`src/rtl/rs232_host_tx_if.sv`:
```
// Byte-queue and serial-line signals of rs232_host_tx.
// master = local logic / device side, slave = the transmitter.
interface rs232_host_tx_if #(
  parameter int FIFO_DEPTH = 16
);
  localparam int LVL_W = $clog2(FIFO_DEPTH) + 1;

  logic [7:0]       data_in;
  logic             data_valid;
  logic             data_accepted;
  logic             fifo_full;
  logic             fifo_empty;
  logic [LVL_W-1:0] fifo_level;
  logic             tx;
  logic             rts;
  logic             cts;
  logic             tx_busy;
  logic             frame_sent;

  modport master (
    output data_in, data_valid, cts,
    input  data_accepted, fifo_full, fifo_empty, fifo_level, tx, rts, tx_busy, frame_sent
  );

  modport slave (
    input  data_in, data_valid, cts,
    output data_accepted, fifo_full, fifo_empty, fifo_level, tx, rts, tx_busy, frame_sent
  );
endinterface

```
`src/rtl/rs232_host_tx.sv`:
```
// Host-side RS-232 transmitter: byte FIFO, rts/cts handshake, start/data/parity/stop framing.
// Optional line break generator enabled by defining RS232_HOST_TX_BREAK_EN.
module rs232_host_tx #(
  parameter int CLK_TICKS_PER_RS232_BIT = 434,
  parameter int BYTE_LEN                = 8,
  parameter int PARITY                  = 1,
  parameter int STOP_BITS               = 0,
  parameter int FIFO_DEPTH              = 16,
  parameter int FLOW_CONTROL            = 1
) (
  input  logic clk,
  input  logic rst,
`ifdef RS232_HOST_TX_BREAK_EN
  input  logic send_break,
`endif
  rs232_host_tx_if.slave bus
);
  localparam int AW = $clog2(FIFO_DEPTH);
  localparam int LW = AW + 1;
  localparam int TW = $clog2(CLK_TICKS_PER_RS232_BIT);

  typedef enum logic [2:0] {
    S_IDLE, S_START, S_DATA, S_PARITY, S_STOP
`ifdef RS232_HOST_TX_BREAK_EN
    , S_BREAK
`endif
  } state_t;

  state_t        state_q, state_d;
  logic [7:0]    mem [FIFO_DEPTH];
  logic [AW-1:0] wr_ptr, rd_ptr;
  logic [LW-1:0] level_q;
  logic [7:0]    head, shreg;
  logic [TW-1:0] tick_q;
  logic [3:0]    bit_q;
  logic          push, pop, full, empty, busy, start_ok, tick_done, brk_last;
  logic          acc_q, tx_q, tx_d, fs_q, fs_d, rts_q, par_q;
  logic          cts_meta, cts_sync;

  assign full      = level_q == LW'(FIFO_DEPTH);
  assign empty     = level_q == '0;
  assign push      = bus.data_valid && !full;
  assign head      = mem[rd_ptr];
  assign busy      = state_q != S_IDLE;
  assign tick_done = tick_q == '0;
  assign start_ok  = !empty && (cts_sync || FLOW_CONTROL == 0);

`ifdef RS232_HOST_TX_BREAK_EN
  assign brk_last = state_q == S_BREAK && bit_q == 4'(BYTE_LEN + 2);
`else
  assign brk_last = 1'b0;
`endif

  assign bus.data_accepted = acc_q;
  assign bus.fifo_full     = full;
  assign bus.fifo_empty    = empty;
  assign bus.fifo_level    = level_q;
  assign bus.tx            = tx_q;
  assign bus.rts           = rts_q;
  assign bus.tx_busy       = busy;
  assign bus.frame_sent    = fs_q;

  always_ff @(posedge clk)
    if (push) mem[wr_ptr] <= bus.data_in;

  always_ff @(posedge clk) begin
    if (rst) begin
      wr_ptr  <= '0;
      rd_ptr  <= '0;
      level_q <= '0;
      acc_q   <= 1'b0;
    end else begin
      acc_q <= push;
      if (push) wr_ptr <= wr_ptr + AW'(1);
      if (pop)  rd_ptr <= rd_ptr + AW'(1);
      case ({push, pop})
        2'b10:   level_q <= level_q + LW'(1);
        2'b01:   level_q <= level_q - LW'(1);
        default: ;
      endcase
    end
  end

  // Line value and frame_sent are registered together, so the whole frame
  // appears one cycle after the state that produces it, with no relative skew.
  always_comb begin
    state_d = state_q;
    pop     = 1'b0;
    tx_d    = 1'b1;
    fs_d    = 1'b0;
    case (state_q)
      S_IDLE: begin
`ifdef RS232_HOST_TX_BREAK_EN
        if (send_break) state_d = S_BREAK;
        else
`endif
        if (start_ok) begin
          state_d = S_START;
          pop     = 1'b1;
        end
      end
      S_START: begin
        tx_d = 1'b0;
        if (tick_done) state_d = S_DATA;
      end
      S_DATA: begin
        tx_d = shreg[0];
        if (tick_done && bit_q == 4'(BYTE_LEN - 1))
          state_d = (PARITY != 0) ? S_PARITY : S_STOP;
      end
      S_PARITY: begin
        tx_d = par_q;
        if (tick_done) state_d = S_STOP;
      end
      S_STOP: begin
        if (tick_done && bit_q == 4'(STOP_BITS)) begin
          fs_d = 1'b1;
          if (start_ok) begin
            state_d = S_START;
            pop     = 1'b1;
          end else begin
            state_d = S_IDLE;
          end
        end
      end
`ifdef RS232_HOST_TX_BREAK_EN
      S_BREAK: begin
        tx_d = 1'b0;
        if (brk_last && tick_done && !send_break) state_d = S_IDLE;
      end
`endif
      default: state_d = S_IDLE;
    endcase
  end

  always_ff @(posedge clk) begin
    if (rst) begin
      state_q  <= S_IDLE;
      tx_q     <= 1'b1;
      fs_q     <= 1'b0;
      rts_q    <= 1'b0;
      cts_meta <= 1'b0;
      cts_sync <= 1'b0;
    end else begin
      state_q  <= state_d;
      tx_q     <= tx_d;
      fs_q     <= fs_d;
      rts_q    <= (FLOW_CONTROL != 0) && (!empty || busy);
      cts_meta <= bus.cts;
      cts_sync <= cts_meta;
    end
  end

  // Reload on every state change keeps each bit exactly one period long;
  // a break that reached its minimum length parks the counter until released.
  always_ff @(posedge clk) begin
    if (rst) begin
      tick_q <= '0;
      bit_q  <= '0;
    end else if (state_d != state_q) begin
      tick_q <= TW'(CLK_TICKS_PER_RS232_BIT - 1);
      bit_q  <= '0;
    end else if (busy) begin
      if (!tick_done) begin
        tick_q <= tick_q - TW'(1);
      end else if (!brk_last) begin
        tick_q <= TW'(CLK_TICKS_PER_RS232_BIT - 1);
        bit_q  <= bit_q + 4'd1;
      end
    end
  end

  always_ff @(posedge clk) begin
    if (rst) begin
      shreg <= '0;
      par_q <= 1'b0;
    end else if (pop) begin
      shreg <= head;
      par_q <= (^head[BYTE_LEN-1:0]) ^ (PARITY == 2);
    end else if (state_q == S_DATA && tick_done) begin
      shreg <= {1'b0, shreg[7:1]};
    end
  end
endmodule
```
`src/flat_wrapper.sv`:
```
// flat-port wrapper written by rule: the top's interface ports become plain ports
module rs232_host_tx_flat 
#(
  parameter int CLK_TICKS_PER_RS232_BIT = 434,
  parameter int BYTE_LEN                = 8,
  parameter int PARITY                  = 1,
  parameter int STOP_BITS               = 0,
  parameter int FIFO_DEPTH              = 16,
  parameter int FLOW_CONTROL            = 1
)
  (clk, rst, bus_data_in, bus_data_valid, bus_cts, bus_data_accepted, bus_fifo_full, bus_fifo_empty, bus_fifo_level, bus_tx, bus_rts, bus_tx_busy, bus_frame_sent);
  rs232_host_tx_if #(.FIFO_DEPTH(FIFO_DEPTH)) bus_i ();
  input  logic clk;
  input  logic rst;
  input wire logic [$bits(bus_i.data_in)-1:0] bus_data_in;
  input wire logic [$bits(bus_i.data_valid)-1:0] bus_data_valid;
  input wire logic [$bits(bus_i.cts)-1:0] bus_cts;
  output wire logic [$bits(bus_i.data_accepted)-1:0] bus_data_accepted;
  output wire logic [$bits(bus_i.fifo_full)-1:0] bus_fifo_full;
  output wire logic [$bits(bus_i.fifo_empty)-1:0] bus_fifo_empty;
  output wire logic [$bits(bus_i.fifo_level)-1:0] bus_fifo_level;
  output wire logic [$bits(bus_i.tx)-1:0] bus_tx;
  output wire logic [$bits(bus_i.rts)-1:0] bus_rts;
  output wire logic [$bits(bus_i.tx_busy)-1:0] bus_tx_busy;
  output wire logic [$bits(bus_i.frame_sent)-1:0] bus_frame_sent;
  assign bus_i.data_in = bus_data_in;
  assign bus_i.data_valid = bus_data_valid;
  assign bus_i.cts = bus_cts;
  assign bus_data_accepted = bus_i.data_accepted;
  assign bus_fifo_full = bus_i.fifo_full;
  assign bus_fifo_empty = bus_i.fifo_empty;
  assign bus_fifo_level = bus_i.fifo_level;
  assign bus_tx = bus_i.tx;
  assign bus_rts = bus_i.rts;
  assign bus_tx_busy = bus_i.tx_busy;
  assign bus_frame_sent = bus_i.frame_sent;
  rs232_host_tx #(.CLK_TICKS_PER_RS232_BIT(CLK_TICKS_PER_RS232_BIT), .BYTE_LEN(BYTE_LEN), .PARITY(PARITY), .STOP_BITS(STOP_BITS), .FIFO_DEPTH(FIFO_DEPTH), .FLOW_CONTROL(FLOW_CONTROL)) u_core (.clk(clk), .rst(rst), .bus(bus_i));
endmodule
```
`config.mk`:
```
export PLATFORM = sky130hd
export DESIGN_NAME = rs232_host_tx_flat
export DESIGN_NICKNAME = d
export VERILOG_FILES = /design/src/rtl/rs232_host_tx_if.sv /design/src/rtl/rs232_host_tx.sv /design/src/flat_wrapper.sv
export SDC_FILE = /design/constraint.sdc
export NUM_CORES = 1
export LEC_CHECK = 0
export BUFFER_PORTS_ARGS = -buffer_cell sky130_fd_sc_hd__buf_2
export CAP_MARGIN = 40
export CORE_MARGIN = 2
export CORE_UTILIZATION = 30
export DETAILED_ROUTE_END_ITERATION = 10
export PLACE_DENSITY = 0.45
export SYNTH_ARGS = -nofsm -noshare
export SYNTH_HDL_FRONTEND = slang
export SYNTH_SLANG_ARGS = --single-unit
```
`constraint.sdc`:
```
create_clock -name clk -period 5.1 [get_ports clk]
set_input_delay 0.765 -clock clk [delete_from_list [all_inputs] [get_ports clk]]
set_output_delay 0.765 -clock clk [all_outputs]
set_load 0.005 [all_outputs]
```
======== Word-level counts from Yosys, hierarchy flattened ========
Memories as Yosys holds them, arrays and structs flattened. A register that Yosys moved wholly into a read port is not among the register bits.
Cells that the tools add are included.
word-level totals
  bits of input ports ..................... 12
  logic and storage cells ................. 74
  RAM bits ................................ 128
  memories ................................ 1
  output and inout bits ................... 12
  register bits ........................... 44
cells by class
  mux-type cells .......................... 22
  reductions and logical operators ........ 20
  add/sub/neg operators ................... 6
  bitwise logic cells ..................... 1
  equality and inequality tests ........... 9
memories
  name        depth  width  read ports  clocked after Yosys merged registers in  write ports  line                 text
  u_core.mem  16     8      1           1                                        1            rs232_host_tx.sv:30  logic [7:0] mem [FIFO_DEPTH];
operator list
  kind                                                                 number
  9-bit two-way mux                                                    3
  8-bit two-way mux                                                    2
  3-bit two-way mux                                                    5
  3-bit one-hot mux with 5 select lines                                1
  4-bit by 1-bit adder with 4-bit output (second input constant)       3
  5-bit one-hot mux with 2 select lines                                1
  9-bit zero test                                                      1
  9-bit by 1-bit subtractor with 9-bit output (second input constant)  1
  4-bit two-way mux                                                    2
  8-bit parity                                                         1
  3-bit by 2-bit == test with 1-bit output (second input constant)     2
  1-bit two-way mux                                                    6
  2-bit nonzero test                                                   3
  5-bit by 1-bit adder with 5-bit output (second input constant)       1
  5-bit == test (second input constant)                                1
  1-bit logical AND                                                    5
  5-bit zero test                                                      1
  5-bit by 1-bit subtractor with 5-bit output (second input constant)  1
  4-bit by 3-bit == test with 1-bit output (second input constant)     1
  4-bit zero test                                                      1
  2-bit OR reduction                                                   2
  3-bit by 1-bit == test with 1-bit output (second input constant)     1
  3-bit == test (second input constant)                                1
  3-bit zero test                                                      1
  other kinds (10)                                                     11

======== Logic depth before layout (Yosys ltp) ========
  depth after elaboration ................. 8
  depth in mapped cells ................... 18
  gate-level depth less buffers ........... 15

======== Worst setup path after synthesis ========
No wires, ideal clock.
  path type ............................... register to register
  start ................................... register u_core.tick_q[4]
  end ..................................... register u_core.level_q[4], in the netlist u_core.bus.fifo_level[4]
  cell stages (with the launch flop) ...... 17
  setup time .............................. 72 ps
  setup slack ............................. 826 ps
  data required time ...................... 5,028 ps
  arrival ................................. 4,203 ps
  clock period less this slack ............ 4,274 ps
  buffers on the path ..................... 3
  cell sequence ........................... dfxtp_1 > or4_4 > or4_1 > buf_2 > or4b_4 > a21oi_4 > buf_4 > ha_1 > clkbuf_1 > xor2_1 > ha_1 > o21ai_0 > a21oi_1 > a21oi_1 > xor2_1 > or3_1 > a21oi_1
on the way
  word-level cells in the longest chain between the ends .. 6
  elaborated cells on any way between the ends .. 8
  classes of those cells .................. eq/ne (2); mux (3); reduce/logical (3)
ends and longest elaborated chain
  item                                                                                line                  text
  from (decl)                                                                         rs232_host_tx.sv:34   logic [TW-1:0] tick_q;
  from (signal assigned)                                                              rs232_host_tx.sv:161  tick_q <= TW'(CLK_TICKS_PER_RS232_BIT - 1);
  from (signal assigned)                                                              rs232_host_tx.sv:165  tick_q <= tick_q - TW'(1);
  from (signal assigned)                                                              rs232_host_tx.sv:167  tick_q <= TW'(CLK_TICKS_PER_RS232_BIT - 1);
  9-bit zero test (*)                                                                 rs232_host_tx.sv:45   assign tick_done = tick_q == '0;
  1-bit logical AND (*)                                                               rs232_host_tx.sv:116  if (tick_done && bit_q == 4'(STOP_BITS)) begin
  1-bit two-way mux (*)                                                               rs232_host_tx.sv:116
  1-bit one-hot mux with 2 select lines (*)                                           rs232_host_tx.sv:91   case (state_q)
  2-bit by 1-bit == test with 1-bit output / 2-bit == test (equally long branches)    rs232_host_tx.sv:76   case ({push, pop})
  5-bit one-hot mux with 2 select lines / 2-bit nonzero test (equally long branches)  -
  to (signal assigned)                                                                rs232_host_tx.sv:77   2'b10: level_q <= level_q + LW'(1);
  to (signal assigned)                                                                rs232_host_tx.sv:78   2'b01: level_q <= level_q - LW'(1);
  to (decl)                                                                           rs232_host_tx.sv:32   logic [LW-1:0] level_q;
Every way passes the cells marked *; elsewhere a longest branch is shown, timed or not.
A chain may end at the register's enable or synchronous reset.

======== Worst setup path after layout ========
Ends and elaborated chain as after synthesis.

==> results.py <==
metrics = {
    "timing": {
        "rsz0062_at_grt": "false",
        "drv_slew": 0,
        "worst_clock_skew_ns": 0.0147,
        "hold_viol": 0,
        "hold_ws_ns": 0.454,
        "setup_slack_ns": 0.950,
        "finalCritPeriodShare_pct": 81.4,
        "max_clock_freq_mhz": 241,
        "setup_viol": 0,
        "fin_setup_tns_ns": 0,
        "slew_headroom_pct": 42.7,
        "max_slew.worst_pin.slew_ns": 0.856,
        "fin_crit_ns": 4.15,
    },
    "cts": {
        "postCtsHoldBufs": 0,
        "htreeDepth": 4,
        "cts_buffers": 17,
        "cts_tree": "done",
        "clock-sinks": 176,
        "cts_setup_buffers": 0,
        "cts.path.max_buffers": 2,
        "path_clk_slew_ns": 0.07,
        "clockRootBuffer": "clkbuf_16",
        "cts_resized": 0,
        "clkLatencyLatePin_ns": 0.43,
    },
    "cells_and_area": {
        "regArea_sq_mm": 0.00481,
        "utilization_pct": 35.0,
        "antenna_cells": 0,
        "final_nets": 527,
        "instances_no_fill": 834,
        "multi_input_area_sq_mm": 0.00219,
        "area_delta_synth_final_pct": 14.4,
        "filler_cell_count": 2267,
        "drive_above_1_share_pct": 20.8,
    },
    "die": {
        "rows": 56,
        "coreArea_sq_mm": 0.0235,
        "fp.dieW_microns": 159,
        "io_pins": 24,
        "start_util_pct": 30.6,
        "die-area_sq_mm": 0.0252,
        "fp.dieH_microns": 159,
    },
    "drt": {
        "drt_iter0_markers": 285,
        "wl_per_cell_microns": 17.9,
        "routed_wl_microns": 14900,
        "drc": 0,
        "first_pass_iters": 7,
        "ant_nets": 0,
        "vias_per_cell": 4.68,
        "num_vias": 3899,
    },
    "synthesis": {
        "synth_top_family_by_area": "multiplexers",
        "synth_top_area_cell": "edfxtp_1",
        "syn_area_sq_mm": 0.00717,
        "synth_xor_area_share_pct": 3.66,
        "synth-simple-area-share_pct": 8.22,
        "synth_cells": 478,
        "yosys-top-cells-area": "edfxtp_1 54%, dfxtp_1 13%, mux4_2 10%",
        "muxShareOfSynthArea_pct": 11.4,
        "syn-num-nets": 503,
        "synth.distinct_cells": 41,
        "synth-compound-area-share_pct": 5.01,
        "synth.top_cell.area_share_pct": 53.6,
        "seq_area_frac_synth_pct": 67.0,
        "synthAdderAreaFrac_pct": 2.27,
        "avgSynthCellArea_sq_um": 15.0,
        "ys_seq_elements": 176,
        "synth_warnings": 0,
    },
    "setup_path": {
        "end_kind": "flip-flop",
        "ff2ff_path_depth": 13,
        "crit_type": "flip-flop to flip-flop",
        "max_stage_delay_ns": 0.64,
        "path_cells": "or4_4 > or4_1 > or4b_4 > a21oi_4 > ha_1 > xor2_1 > ha_1 > o21ai_0 > a21oi_1 > a21oi_1 > xor2_1 > or3_1 > a21oi_1",
        "cp_common_cell": "a21oi_1",
        "critPathLaunchType": "flip-flop",
        "r2r_setup_slack_ns": 0.95,
        "worstReg2RegEnd": "u_core.bus.fifo_level[4]",
        "cp_data_arrival_time_ns": 4.50,
        "crit_required_ns": 5.45,
        "worstReg2RegStart": "u_core.tick_q[4]",
        "cp_slowest_cell": "or4_1",
        "crit_family": "simple AND/OR/NAND/NOR gates",
        "timing.critical_path.fanout_max": 9,
        "crit_buf_inv": 0,
    },
    "global_route": {
        "use_met3_pct": 3.08,
        "overflow": 0,
        "grt_pass1_vias": 3949,
        "grtUsageMet1_pct": 16.6,
        "grt_pass1_wl_microns": 23100,
        "grt_start_max_net_pins": 39,
        "gr-usage-all-layers_pct": 12.7,
        "busiest_layer": "met2",
        "met2_usage_pct": 21.2,
        "antenna_found_initial": 0,
    },
    "power": {
        "vdd_drop_max_mv": 0.161,
        "p_per_area_mw_per_mm2": 388,
        "p_leak_nw": 2.67,
    },
    "outcome": {
        "status": "finished clean",
    },
    "place": {
        "dpl.cell_count": 802,
        "place_congestion": 0.753,
        "post-place-ws_ns": 0.991,
        "portBuffers": 23,
        "dp_hpwl_microns": 9460,
    },
    "run": {
        "timing.max_cap.violations": 0,
    },
    "hold_path": {
        "whs_endpoint": "u_core.cts_sync",
        "min_from": "u_core.cts_meta",
        "min_path_cells": 1,
        "hold_path.class": "flip-flop to flip-flop",
    },
}
==> sequential cells by signal, summed over array words and instances (netlist names), 3 cells and up, named ones only <==
| signal | flops |
|---|---|
| u_core.rd_ptr | 4 |
| u_core.bit_q | 4 |
| u_core.shreg | 8 |
| u_core.tick_q | 9 |
| u_core.bus.fifo_level | 5 |
| u_core.state_q | 3 |
| u_core.mem | 128 |
| u_core.wr_ptr | 4 |
==> how the worst max path moves through the flow <==
stage / start / end / cells after the start
3_3_place_gp: u_core.tick_q[4] / u_core.bus.fifo_level[4] / 13
2_1_floorplan: u_core.tick_q[4] / u_core.bus.fifo_level[4] / 16
6_report: u_core.tick_q[4] / u_core.bus.fifo_level[4] / 13
3_5_place_dp: u_core.tick_q[4] / u_core.bus.fifo_level[4] / 13
4_1_cts: u_core.tick_q[4] / u_core.bus.fifo_level[4] / 13
5_1_grt: u_core.tick_q[4] / u_core.bus.fifo_level[4] / 13
==> cell families after synthesis <==
family	count (synthesis)
mux	42
xor+xnor	30
fa+ha+maj	13
flops	176
simple gates	126
compound gates	51
buf+inv	40
==> layout by cell type (no fill, tap or decap), types with 10 or more instances in the layout <==
cell / count
edfxtp_1: 128
nor2_1: 50
dfxtp_1: 47
mux4_2: 32
nand2_1: 28
buf_2: 24
a22oi_1: 19
clkbuf_16: 17
a21oi_1: 16
xnor2_1: 16
nor3_1: 14
xor2_1: 14
ha_1: 13
inv_1: 12
mux2i_1: 10
==> Yosys cell counts (all sizes together) <==
| master | count |
|---|---|
| o21ai | 3 |
| a211oi | 8 |
| nor2b | 4 |
| xor2 | 14 |
| dfxtp | 48 |
| and2 | 2 |
| nand2b | 8 |
| ha | 13 |
| edfxtp | 128 |
| clkbuf | 17 |
| a22oi | 19 |
| nand2 | 28 |
| buf | 11 |
| or4b | 1 |
| a31oi | 1 |
| a21oi | 17 |
| o2bb2ai | 1 |
| or2 | 2 |
| nand3 | 1 |
| or3 | 4 |
| or4 | 2 |
| nor2 | 53 |
| xnor2 | 16 |
| mux4 | 32 |
| nand3b | 1 |
| nor4 | 3 |
| mux2i | 10 |
| nor3 | 14 |
| a311oi | 1 |
| o22ai | 1 |
| nand4 | 3 |
| inv | 12 |
==> power by group <==
group | internal (mW) | leakage, nW | switching, mW
Sequential | 1.58 | 1.55 | 0.0348
Clock | 0.649 | 0.279 | 0.605
Combinational | 0.136 | 0.849 | 0.180
==> routing by layer <==
layer  part of all wire (%)  vias to the layer above
li1                       -                     1842
met1                     46                     1993
met2                     50                       58
met3                    3.5                        6
met4                   0.70                        0
met5                      0                        -
==> area by class of cell <==
type | instances | area share, %
clock buffer | 17 | 5.19
inverter | 12 | 0.549
tap | 319 | 4.87
sequential | 176 | 58.6
clock inverter | 15 | 1.78
multi-input combinational | 262 | 26.7
timing repair buffer | 33 | 2.29
==> metrics by stage <==
| step | area [sq um] | power (mW) |
|---|---|---|
| floorplan | 7170 | 1.88 |
| global placement | 7610 | 1.95 |
| detailed placement | 7630 | 1.97 |
| CTS | 8200 | 3.22 |
| global route | 8200 | 3.33 |
| finish | 8200 | 3.18 |
==> worst reg2reg max path: cells and delay by family (launching register included) <==
family	cells	cell delay (ns)
xor+xnor	2	0.35
compound gates	5	0.69
fa+ha+maj	2	0.58
simple gates	4	2.13
flops	1	0.33
Note: power is estimated with default switching activity, not from simulation.
